File: config.mk
export PLATFORM = sky130hd
export DESIGN_NAME = kmc_npr_ctrl
export DESIGN_NICKNAME = d
export VERILOG_FILES = /design/src/rtl/kmc_npr_ctrl.sv
export SDC_FILE = /design/constraint.sdc
export NUM_CORES = 1
export LEC_CHECK = 0
export ABC_AREA = 1
export BUFFER_PORTS_ARGS = -buffer_cell sky130_fd_sc_hd__buf_2
export CORE_MARGIN = 2
export CORE_UTILIZATION = 40
export DETAILED_ROUTE_END_ITERATION = 7
export PLACE_DENSITY = 0.7
export SLEW_MARGIN = 20
export SYNTH_ARGS = -nofsm -noshare
export SYNTH_HDL_FRONTEND = slang
export SYNTH_SLANG_ARGS = --single-unit
File: constraint.sdc
create_clock -name clk -period 1.6 [get_ports clk]
set_clock_uncertainty 0.2 [all_clocks]
set_input_delay 0.16 -clock clk [delete_from_list [all_inputs] [get_ports clk]]
set_output_delay 0.16 -clock clk [all_outputs]
set_load 0.05 [all_outputs]
File: src/rtl/kmc_npr_ctrl.sv
// rtl/kmc_npr_ctrl.sv - KMC11 NPR (DMA) bus-cycle sequencer with NXM timeout
module kmc_npr_ctrl #(
    parameter int unsigned TIMEOUT = 63
) (
    input  logic        clk,
    input  logic        rst,
    input  logic        kmcNPRSTART,
    input  logic        kmcNPRO,
    input  logic        kmcBYTE,
    input  logic [1:0]  kmcNPRXA,
    input  logic [15:0] kmcNPRIA,
    input  logic [15:0] kmcNPROA,
    input  logic [15:0] kmcNPROD,
    input  logic        devACKI,
    output logic        devREQO,
    output logic [35:0] devADDRO,
    output logic [35:0] devDATAO,
    output logic        devLOBYTE,
    output logic        devHIBYTE,
    output logic        kmcNPRBUSY,
    output logic        kmcNPRDONE,
    output logic        kmcNXM
);

    localparam logic [7:0] L_TIMEOUT = 8'(TIMEOUT);

    typedef enum logic [1:0] {
        S_IDLE = 2'd0,
        S_REQ  = 2'd1,
        S_DONE = 2'd2,
        S_NXM  = 2'd3
    } state_t;

    state_t      r_state;
    logic [7:0]  r_cnt;
    logic        r_write;
    logic        r_byte;
    logic [17:0] r_addr;
    logic [15:0] r_data;
    logic        r_req;
    logic        r_busy;
    logic        r_done;
    logic        r_nxm;

    logic [7:0]  w_bsel;
    logic [15:0] w_wdata;

    // Sequencer: latch the request in IDLE, hold the bus request until ack or timeout
    always_ff @(posedge clk or negedge rst) begin
        if (!rst) begin
            r_state <= S_IDLE;
            r_cnt   <= 8'd0;
            r_write <= 1'b0;
            r_byte  <= 1'b0;
            r_addr  <= 18'd0;
            r_data  <= 16'd0;
            r_req   <= 1'b0;
            r_busy  <= 1'b0;
            r_done  <= 1'b0;
            r_nxm   <= 1'b0;
        end else begin
            case (r_state)
                S_IDLE: begin
                    r_done <= 1'b0;
                    if (kmcNPRSTART) begin
                        r_write <= kmcNPRO;
                        r_byte  <= kmcBYTE;
                        r_addr  <= {kmcNPRXA, kmcNPRO ? kmcNPROA : kmcNPRIA};
                        r_data  <= kmcNPROD;
                        r_nxm   <= 1'b0;
                        r_cnt   <= 8'd0;
                        r_req   <= 1'b1;
                        r_busy  <= 1'b1;
                        r_state <= S_REQ;
                    end
                end
                S_REQ: begin
                    // Ack takes priority over an expiring timeout on the same cycle
                    if (devACKI) begin
                        r_req   <= 1'b0;
                        r_done  <= 1'b1;
                        r_state <= S_DONE;
                    end else if (r_cnt == L_TIMEOUT) begin
                        r_req   <= 1'b0;
                        r_done  <= 1'b1;
                        r_nxm   <= 1'b1;
                        r_state <= S_NXM;
                    end else begin
                        r_cnt <= r_cnt + 8'd1;
                    end
                end
                S_DONE, S_NXM: begin
                    r_done  <= 1'b0;
                    r_busy  <= 1'b0;
                    r_state <= S_IDLE;
                end
                default: begin
                    r_req   <= 1'b0;
                    r_busy  <= 1'b0;
                    r_done  <= 1'b0;
                    r_state <= S_IDLE;
                end
            endcase
        end
    end

    // Byte writes replicate the selected byte into both halves of the word
    always_comb begin
        w_bsel  = r_addr[0] ? r_data[15:8] : r_data[7:0];
        w_wdata = r_byte ? {w_bsel, w_bsel} : r_data;
    end

    assign devREQO    = r_req;
    assign devADDRO   = r_req ? {r_write, ~r_write, r_byte, 15'd0, r_addr} : 36'd0;
    assign devDATAO   = (r_req && r_write) ? {2'b00, w_wdata, 2'b00, w_wdata} : 36'd0;
    assign devLOBYTE  = r_req & (~r_byte | ~r_addr[0]);
    assign devHIBYTE  = r_req & (~r_byte | r_addr[0]);
    assign kmcNPRBUSY = r_busy;
    assign kmcNPRDONE = r_done;
    assign kmcNXM     = r_nxm;

endmodule

Word-level counts from Yosys, hierarchy flattened
Index checks and enable logic that the tools add are counted.
- mux-type cells: 24
- reductions and logical operators: 12
- equal/unequal tests: 9
- bitwise gates (word level): 7
- add/subtract/negate cells: 1
- operators with widths (kind ; number):
    2-to-1 mux 36 bit ; 1
    2-to-1 mux 34 bit ; 1
    2-to-1 mux 16 bit ; 2
    2-to-1 mux 8 bit ; 4
    case mux 8 bit (2 select lines) ; 1
    adder 8 x 1 -> 8 bit (second input constant) ; 1
    equality test 8 x 6 -> 1 bit (second input constant) ; 1
    inequality test 2 bit (second input constant) ; 4
    case mux 1 bit (2 select lines) ; 4
    AND reduction 4 bit ; 2
    2-to-1 mux 1 bit ; 7
    2-to-1 mux 2 bit ; 3
    case mux 2 bit (3 select lines) ; 1
    AND reduction 2 bit ; 3
    equality test 2 bit (second input constant) ; 2
    nonzero test 2 bit ; 2
    inequality test 3 bit (second input constant) ; 1
    NOT 1 bit ; 3
    AND reduction 3 bit ; 1
    OR reduction 3 bit ; 1
    bitwise AND 1 bit ; 2
    equality test 2 x 1 -> 1 bit (second input constant) ; 1
    logical NOT 2 bit ; 1
    bitwise OR 1 bit ; 2
    other kinds (2) ; 2
- logic and storage cells: 63
- bits in registers: 50
- bits of input ports: 56
- output and inout bits: 78

Logic depth before layout (Yosys ltp)
- depth in word-level cells: 4
- mapped depth: 8
- depth with buffers taken out: 8

Least setup slack after synthesis
Ideal clock, no wire load.
- path kind: flip-flop to output port
- from: register r_req (netlist: devREQO)
- to: output devDATAO[25]
- data required time: 1.240 ns
- cell stages (with the launch flop): 7
- path buffers: 2
- path slack: -1.127 ns
- arrival time: 2.367 ns
- cell sequence: dfrtp_1 > nand2_1 > inv_1 > buf_2 > o21ai_0 > nor2_1 > buf_4
- word-level cells in the longest chain between the ends: 2
- RTL lines (what ; RTL line ; source):
    from (decl) ; 40 ; logic r_req;
    from (signal assigned) ; 57 ; r_req <= 1'b0;
    from (signal assigned) ; 72 ; r_req <= 1'b1;
    from (signal assigned) ; 80 ; r_req <= 1'b0;
    logical AND 1 bit ; 115 ; assign devDATAO = (r_req && r_write) ? {2'b00, w_wdata, 2'b00, w_wdata} : 36'd0;
    2-to-1 mux 34 bit ; 115 ;
    to (decl) ; 17 ; output logic [35:0] devDATAO,
No other way between the ends.

Worst setup path after layout
- from: register r_addr[0]
- to: output devDATAO[8]
- word-level cells in the longest chain between the ends: 3
- RTL lines (what ; RTL line ; source):
    from (decl) ; 38 ; logic [17:0] r_addr;
    from (signal assigned) ; 68 ; r_addr <= {kmcNPRXA, kmcNPRO ? kmcNPROA : kmcNPRIA};
    2-to-1 mux 8 bit ; 109 ; w_bsel = r_addr[0] ? r_data[15:8] : r_data[7:0];
    2-to-1 mux 16 bit ; 110 ; w_wdata = r_byte ? {w_bsel, w_bsel} : r_data;
    2-to-1 mux 34 bit ; 115 ;
No other way between the ends.

==> impl_results.md <==
* Clk_lat worst skew at 310 ps
* Setup TNS at -9178 ps
* Crit end category: output port
* Minimum clock period at 1882 ps
* Reg2reg end: r_cnt[7]$_DFFE_PN0P_
* Synth cell types at 27
* Initial antenna violation count at 0
* Placer Congestion at 0.8442
* HP Class: input port to asynchronous set/reset pin
* RSZ-0062 raised after global routing: true
* Final setup margin at -282.0 ps
* Via density at 4.628
* Worst path bufs/invs at 2
* Clk slew on worst S/H paths at 90 ps
* Residual DRC at 0
* Hold Vio Cnt, Final at 0
* Cells after Synth at a little over 400
* Via total after detailed routing at 3184
* CTS tree: yes
* # clock sinks at 50
* Max H-tree Level at 2
* Die X at ~90 um
* Worst hold margin at 69.83 ps
* Crit-path cells: nor2_4 -> buf_6 -> nor2_1 -> nor2_4 -> buf_6
* Highest Clock Rate at ~0.53 GHz
* Clock tree buffer depth at 2
* Post-synth top area share at 42.72%
* Vias in the first global route at 3117
* Largest net degree at the start of global routing at 39
* Global route overflow at 0
* Max cap viols at 0
* Startpoint Class: flip-flop
* Critical path class: flip-flop to output port
* Initial core utilization at around two fifths
* Final period utilization at 117.6%
* Area grow syn2layout at 78.81%
* Crit path DAT at 1520 ps
* # IOs at between 100 and 150
* Die height at 89.57 um
* Yosys top cell by area: dfrtp_1
* Worst path max stage delay at 440 ps
* Warnings from Yosys at 0
* VDD IR-drop max at 1083 uV
* Required @ worst endpoint at 1240 ps
* Fin nets at 645
* Synthesized area at about 0.003 mm2
* Pwr/cell area at between 2000 and 2500 mW/mm2
* Share of layout cells above drive strength 1 at 43.12%
* DRT antenna net count at 0
* R2r startpoint: r_cnt[0]$_DFFE_PN0P_
* Port buffer count at 114
* Status: finished, violations left
* Iter 0 DRT Violations at roughly 110
* GRT Total Usage at 23.61%
* Antenna cells at 0
* Register-to-register setup slack at 100 ps
* Synthesis-stage register bit count at 50
* Sequential-to-total area share from yosys stat at a little over two fifths
* Core ar. at 0.007176 mm2
* CTS Buf Count at 5
* Top cells by area, synth: dfrtp_1 43%, nand2_1 20%, buf_4 9.5%
* DRT Pass-1 Iters at 4
* Detail Placement HPWL at about 5300 um
* # setup viols final at 49
* Mapped Avg Cell Area at just over 7 um2
* Die area at 0.008023 mm2
* Cell row count at 31
* Delay-heaviest family, CP: flip-flops
* Max-slew violations at 0
* DR WL/cell at 14.47 um
* Root buffer cell: clkbuf_8
* Pre-CTS WS at -31.30 ps
* Static Leakage at 2.645 nW
* Worst r2r path cells at 7
* Routed WL at 9953 um
* Max Fanout on Critical Path at 7
* Failing checks: negative setup slack
* First-pass GRT wire length at 14440 um
* Slowest-stage cell, CP: dfrtp_1
==> layout make-up <==
class,instances,area (um2)
repair inverters,1,5.005
clock buffers,6,82.58
inverters,39,173.9
repair buffers,203,1931
flip-flops and latches,50,1252
fillers,499,1938
clock inverters,2,60.06
multi-input cells,288,1609
well taps,99,123.9
==> cells in the mapped netlist <==
library cell and count:
nor2_8 1, nand2_4 3, inv_2 3, conb_1 1, buf_2 7, nand3_2 2
a31oi_1 16, nand2_2 1, inv_6 1, o21ai_0 19, nor2_2 2, nor2_4 2
buf_6 2, xor2_1 1, nand3_1 6, ha_1 1, xnor2_1 1, nor3_1 1
nand4_1 1, buf_4 37, dfrtp_1 50, a21oi_1 1, inv_1 35, o21ai_1 1
nand2_1 153, nor2_1 57, clkbuf_1 2
==> cell usage in the layout (no fill, tap or decap), types with 2 or more instances in the layout <==
cell type	n
conb_1	19
buf_6	35
o21ai_1	3
nor2_2	9
nor2_1	25
buf_12	6
nand3_1	6
clkbuf_8	6
nand2_4	6
inv_1	17
o21ai_0	3
dfrtp_1	49
buf_8	23
nand2_1	138
nor2_4	27
nand2_2	13
nand3_2	2
buf_2	58
bufinv_16	2
dlygate4sd3_1	54
buf_4	25
o21ai_2	8
inv_2	18
o21ai_4	6
a31oi_1	16
==> registers in the layout, summed over array words and instances (netlist names) <==
register,flops
r_data,16
kmcNPRBUSY,1
r_state,2
r_byte,1
r_cnt,8
kmcNXM,1
r_write,1
r_addr,18
devREQO,1
kmcNPRDONE,1
==> kinds of logic (layout without fill, tap and decap cells) <==
group | count (synthesis) | count (layout) | synth area share (%)
AOI/OAI and AO/OA | 37 | 37 | 7.005
xor gates and xnor gates | 2 | 2 | 0.5981
adders and majority gates | 1 | 1 | 0.4271
buffers and inverters | 87 | 251 | 16.87
DFF | 50 | 50 | 42.72
other | 1 | 19 | 0.1280
and+or+nand+nor | 229 | 229 | 32.25
==> report_power, final <==
| part | switching (mW) | internal, mW | leakage, nW | total, mW |
|---|---|---|---|---|
| Combinational | 4.46 | 2.81 | 1.96 | 7.27 |
| Sequential | 0.562 | 1.78 | 0.609 | 2.35 |
| Clock | 0.429 | 0.667 | 0.0714 | 1.10 |
==> routing by layer <==
layer	track usage, %	share of wire, %	vias to the layer above
li1	-	-	1559
met2	43.85	54	112
met4	8.412	1.2	0
met5	0	0	-
met3	4.479	4.4	12
met1	26.78	40	1501
==> metrics by stage <==
step                power, mW  std cells  util [%]  instance area, um2
floorplan               6.308        425         -                3244
global placement        7.312        616     52.31                3754
detailed placement      7.392        616     52.31                3754
CTS                     9.961        686     69.43                4982
global route            11.28        688     72.99                5238
finish                  10.72        688     72.99                5238
==> worst max path at each step <==
| stage | depth (start not counted) | from | end |
|---|---|---|---|
| after floorplan | 6 | devREQO$_DFFE_PN0P_ | devDATAO[28] |
| after global placement | 6 | r_addr[0]$_DFFE_PN0P_ | devDATAO[19] |
| after detailed placement | 6 | r_addr[0]$_DFFE_PN0P_ | devDATAO[1] |
| after CTS | 7 | r_byte$_DFFE_PN0P_ | devDATAO[8] |
| after global routing | 6 | r_byte$_DFFE_PN0P_ | devDATAO[8] |
| final | 5 | r_addr[0]$_DFFE_PN0P_ | devDATAO[8] |
==> repair_timing <==
item	CTS	global route
hold endpoints to repair	88	0
cloned	2	2
buffers inserted	7	6
hold buffers	54	0
setup endpoints to repair	56	59
pin swaps	6	8
resized for setup	151	85
(Power assumes the default switching activity.)
